[config.mk]
export PLATFORM = sky130hd
export DESIGN_NAME = serial_adder
export DESIGN_NICKNAME = d
export VERILOG_FILES = /design/src/rtl/serial_adder_pkg.sv /design/src/rtl/serial_adder_fa_cell.sv /design/src/rtl/serial_adder.sv
export SDC_FILE = /design/constraint.sdc
export NUM_CORES = 1
export LEC_CHECK = 0
export CAP_MARGIN = 20
export CORE_MARGIN = 2
export CORE_UTILIZATION = 40
export CTS_CLUSTER_DIAMETER = 50
export DETAILED_ROUTE_END_ITERATION = 8
export MAX_ROUTING_LAYER = met4
export PLACE_DENSITY = 0.67
export SETUP_SLACK_MARGIN = 0.02
export SYNTH_ARGS = -nofsm -noshare
export SYNTH_HDL_FRONTEND = slang
export SYNTH_HIERARCHICAL = 1
export SYNTH_SLANG_ARGS = --single-unit
[constraint.sdc]
create_clock -name clk -period 3.58 [get_ports clk]
set_clock_uncertainty 0.2 [all_clocks]
set_input_delay 0.716 -clock clk [delete_from_list [all_inputs] [get_ports clk]]
set_output_delay 0.716 -clock clk [all_outputs]
set_load 0.02 [all_outputs]
[src/rtl/serial_adder_pkg.sv]
// Shared FSM encoding and default operand width for the bit-serial adder/subtractor.
package serial_adder_pkg;

  localparam int DEFAULT_WIDTH = 8;

  typedef enum logic [1:0] {
    IDLE = 2'd0,
    RUN  = 2'd1,
    DONE = 2'd2
  } state_t;

endpackage

[src/rtl/serial_adder_fa_cell.sv]
// One-bit full adder, purely combinational; shared by every bit position of the serial datapath.
module fa_cell (
  input  logic a,
  input  logic b,
  input  logic ci,
  output logic s,
  output logic co
);

  assign s  = a ^ b ^ ci;
  assign co = (a & b) | (a & ci) | (b & ci);

endmodule

[src/rtl/serial_adder.sv]
// Bit-serial add/subtract, LSB first: done pulses WIDTH+1 edges after an accepted start.
// No backpressure; start is honoured only in IDLE and is dropped while busy or done.
module serial_adder
  import serial_adder_pkg::*;
#(
  parameter int WIDTH = DEFAULT_WIDTH
) (
  input  logic             clk,
  input  logic             rst_n,
  input  logic             start,
  input  logic [WIDTH-1:0] a,
  input  logic [WIDTH-1:0] b,
  input  logic             cin,
  input  logic             sub,
  output logic             busy,
  output logic             done,
  output logic [WIDTH-1:0] sum,
  output logic             cout,
  output logic             overflow
);

  localparam int CW = (WIDTH > 1) ? $clog2(WIDTH) : 1;

  if (WIDTH < 2) begin : g_width_check
    $error("serial_adder: WIDTH must be at least 2");
  end

  state_t           state, state_nxt;
  logic [CW-1:0]    cnt;
  logic             carry;
  logic [WIDTH-1:0] a_sh, b_sh, sum_sh;
  logic [WIDTH-1:0] sum_q;
  logic             cout_q, ovf_q;
  logic             fa_s, fa_co;
  logic             last;

  assign last = (cnt == CW'(WIDTH - 1));

  fa_cell u_fa (
    .a  (a_sh[0]),
    .b  (b_sh[0]),
    .ci (carry),
    .s  (fa_s),
    .co (fa_co)
  );

  always_ff @(posedge clk or negedge rst_n) begin
    if (!rst_n) begin
      state <= IDLE;
    end else begin
      state <= state_nxt;
    end
  end

  always_comb begin
    state_nxt = state;
    busy      = 1'b0;
    done      = 1'b0;
    unique case (state)
      IDLE: begin
        if (start) begin
          state_nxt = RUN;
        end
      end
      RUN: begin
        busy = 1'b1;
        if (last) begin
          state_nxt = DONE;
        end
      end
      DONE: begin
        done      = 1'b1;
        state_nxt = IDLE;
      end
      default: state_nxt = IDLE;
    endcase
  end

  // Subtraction is A + ~B + 1, so the operand inversion and forced carry happen at capture.
  always_ff @(posedge clk or negedge rst_n) begin
    if (!rst_n) begin
      cnt    <= '0;
      carry  <= 1'b0;
      a_sh   <= '0;
      b_sh   <= '0;
      sum_sh <= '0;
      sum_q  <= '0;
      cout_q <= 1'b0;
      ovf_q  <= 1'b0;
    end else begin
      unique case (state)
        IDLE: begin
          if (start) begin
            a_sh  <= a;
            b_sh  <= b ^ {WIDTH{sub}};
            carry <= sub ? 1'b1 : cin;
            cnt   <= '0;
          end
        end
        RUN: begin
          a_sh   <= {1'b0, a_sh[WIDTH-1:1]};
          b_sh   <= {1'b0, b_sh[WIDTH-1:1]};
          sum_sh <= {fa_s, sum_sh[WIDTH-1:1]};
          carry  <= fa_co;
          cnt    <= cnt + CW'(1);
          // Publish only the finished word so the visible result never ripples mid-operation.
          if (last) begin
            sum_q  <= {fa_s, sum_sh[WIDTH-1:1]};
            cout_q <= fa_co;
            ovf_q  <= carry ^ fa_co;
          end
        end
        default: ;
      endcase
    end
  end

  assign sum      = sum_q;
  assign cout     = cout_q;
  assign overflow = ovf_q;

endmodule

==> metrics.log <==
INFO  metric leakage = 0.9796 nW
INFO  metric clkLatencyLatePin = 0.28 ns
INFO  metric cts-hold-fix-buffers = 0
INFO  metric die_wd = 71.30 microns
INFO  metric cts_setup_buffers = 0
INFO  metric crit_buf_inv = 2
INFO  metric placement_rows = 24
INFO  metric min_delay_path_depth = 2
INFO  metric fillerInstances = 374
INFO  metric dp_hpwl = 2424 microns
INFO  metric ctsRootBufferMaster = clkbuf_8
INFO  metric grt_remaining_overflow = 0
INFO  metric setup_viol = 0
INFO  metric antenna_violations_before_repair = 0
INFO  metric initial_utilization = 41.61%
INFO  metric final_instance_area = 2273 sq um
INFO  metric result_of_the_run = complete, no violations
INFO  metric post_synth_inst_count = 155
INFO  metric io_buffer_count = 32
INFO  metric drt_drc_violations_left = 0
INFO  metric antenna_cells = 0
INFO  metric ff_latch_area = 975.9 sq um
INFO  metric fp.dieH = 71.30 microns
INFO  metric tritoncts = yes
INFO  metric worstPathMaxFanout = 12
INFO  metric htree_num_levels = 2
INFO  metric clock_pin_slew_on_the_worst_setup_and_hold_paths = 0.08 ns
INFO  metric cts.path.max_buffers = 2
INFO  metric synthesis.area = 1812 sq um
INFO  metric report.final.slew_viol_count = 0
INFO  metric worstMarginPinSlew = 0.8483 ns
INFO  metric crit_cells = 3
INFO  metric crit_path_max_incr_delay = 0.61 ns
INFO  metric timing.critical_path.required = 2.66 ns
INFO  metric critical_path.top_delay_family = buffers and inverters
INFO  metric critPathKind = register to output pin
INFO  metric fmax = 376.1 MHz
INFO  metric layout.nets = 209
INFO  metric grt_start_max_net_pins = 40
INFO  metric worstPathArrival = 1.74 ns
INFO  metric ios = 33
INFO  metric rsz0062_at_grt = no
INFO  metric drt-initial-drc-count = 76
INFO  metric finalHoldWorstSlack = 0.2856 ns
INFO  metric yosys.cell_types.count = 28
INFO  metric critPathCaptureType = output pin
INFO  metric ys_seq_elements = 39
INFO  metric power.ir.vdd_worst = 0.3562 mV
INFO  metric finalWeightedCongestion = 0.7681
INFO  metric post_cts_resize_count = 0
INFO  metric postPlaceCellArea = 2156 sq um
INFO  metric finalHoldViolations = 0
INFO  metric synthesis.nets = 179
INFO  metric area_delta_synth_final = 25.48%
INFO  metric avgRoutedWirePerCell = 14.44 microns
INFO  metric grt_first_pass_wirelength = 6120 microns
INFO  metric max_cap_violations = 0
INFO  metric pwr_cell_area = 792.1 nW/um^2
INFO  metric routed_wl = 3437 microns
INFO  metric drt-vias-per-instance = 5.269
INFO  metric timing.hold.worst.class = register to register
INFO  metric design.core.area = 4354 sq um
INFO  metric drt_pre_antenna_iters = 4
INFO  metric synthesis.yosys.warnings = 6
INFO  metric setup.worst_path.start_class = register
INFO  metric grtUsageTotal = 15.53%
INFO  metric route.antenna.remaining_nets = 0
INFO  metric drive_gt1_share = 16.13%
INFO  metric total_power = 1.801 mW
INFO  metric ys_seq_area_share = 53.87%
INFO  metric post-route-util = 52.21%
INFO  metric slew-limit-headroom = 43.45%
INFO  metric cts_made_buffers = 5
INFO  metric post-route-period-util = 74.26%
INFO  metric multi_input_area = 758.2 sq um
INFO  metric via_count = 1,254
INFO  metric worst-r2r-cell-count = 4
INFO  metric path_cells = buf_4 -> nor2b_1 -> clkdlybuf4s50_1
INFO  metric timing.setup.tns = 0 ns
INFO  metric layout_min_cycle_time = 2.659 ns
INFO  metric grt_pass1_vias = 1,364
INFO  metric cts.sink_count = 39
INFO  metric slowest_stage = clkdlybuf4s50_1
INFO  metric die_area = 5084 sq um
INFO  metric synth_area_per_cell = 11.69 sq um
==> cell usage after synthesis <==
master / count / area, sq um
a22oi_1: 9 / 67.56
a21oi_1: 9 / 45.04
fa_1: 1 / 20.02
xor2_1: 1 / 8.760
o21bai_1: 1 / 7.510
buf_1: 1 / 3.750
o32ai_1: 3 / 26.28
nor2b_1: 8 / 50.05
nand2_1: 8 / 30.03
a221o_1: 4 / 40.04
o21ai_0: 12 / 60.06
and2b_1: 4 / 30.03
nand3b_1: 1 / 7.510
mux2i_1: 1 / 10.01
or2_2: 1 / 6.260
a22o_1: 2 / 17.52
clkbuf_1: 2 / 7.510
inv_1: 5 / 18.77
nor2_1: 3 / 11.26
o221ai_1: 2 / 17.52
buf_2: 8 / 40.04
dfrtp_1: 39 / 975.9
xnor2_1: 8 / 70.07
o211ai_1: 1 / 7.510
ha_1: 2 / 25.02
mux2_2: 17 / 191.4
buf_4: 1 / 7.510
or3b_1: 1 / 8.760
==> cells by family after synthesis <==
group                      share of synthesized area (%)
AOI/OAI and AO/OA                                  15.95
DFF                                                53.87
and+or+nand+nor                                    7.943
muxes                                              11.12
buffers and inverters                              4.282
xor gates and xnor gates                           4.351
adders and majority gates                          2.486
==> area by class of cell <==
type	instances	area share, %
clock inverter	2	1.541
tap	52	2.862
inverter	5	0.8255
clock buffer	6	3.632
sequential	39	42.93
timing repair buffer	35	14.86
multi-input combinational	99	33.35
==> path summary, 6_finish.rpt <==
kind	from	slack [ns]	to
min in group asynchronous	rst_n	0.33	a_sh[7]
setup / recovery	state[0]	0.92	done
setup reg to reg	cnt[0]	1.66	sum[1]
max in group asynchronous	rst_n	2.31	sum[1]
hold reg to reg	overflow	0.29	overflow
hold / removal	overflow	0.29	overflow
==> power breakdown <==
group / leakage, nW / switching, mW / total (mW) / internal (mW)
logic: 0.421 / 0.314 / 0.680 / 0.366
clock network: 0.0612 / 0.147 / 0.372 / 0.225
registers: 0.497 / 0.124 / 0.749 / 0.625
==> sequential cells by signal, indices dropped and copies added (netlist names) <==
signal	cells
cout	1
b_sh	8
sum	8
state	2
overflow	1
carry	1
cnt	3
sum_sh	7
a_sh	8
==> metal layers <==
layer / track usage [%] / part of all wire, % / vias to the layer above
met1: 19.06 / 43 / 608
met4: 5.451 / 1.1 / 0
li1: - / - / 608
met3: 3.235 / 4.7 / 6
met2: 25.51 / 51 / 32
met5: - / 0 / -
==> worst reg2reg max path, stage by stage (launching register included) <==
cell	delay (ns)
dfrtp_1	0.39
ha_1	0.20
ha_1	0.19
nand3b_1	0.42
mux2_2	0.40
==> cells in the final DEF, fill, tap and decap left out, drive strengths merged, types with 2 or more instances in the layout <==
cell           netlist  layout
nor2b                8       8
mux2                17      17
a22o                 2       2
a22oi                9       9
o21ai               12      12
nor2                 3       3
buf                 10       4
and2b                4       4
nand2                8       8
clkdlybuf4s50        0      31
inv                  5       5
ha                   2       2
xnor2                8       8
o221ai               2       2
a221o                4       4
dfrtp               39      39
clkbuf               2       6
o32ai                3       3
a21oi                9       9
==> metrics by stage <==
step / setup slack (ns) / instances
final: 0.9213 / 238
after global routing: 0.8458 / 238
after CTS: 0.9088 / 238
after detailed placement: 0.7912 / 230
after global placement: 0.9223 / 230
after floorplan: 1.480 / 155
No activity file was read; power rests on OpenSTA's default activity.
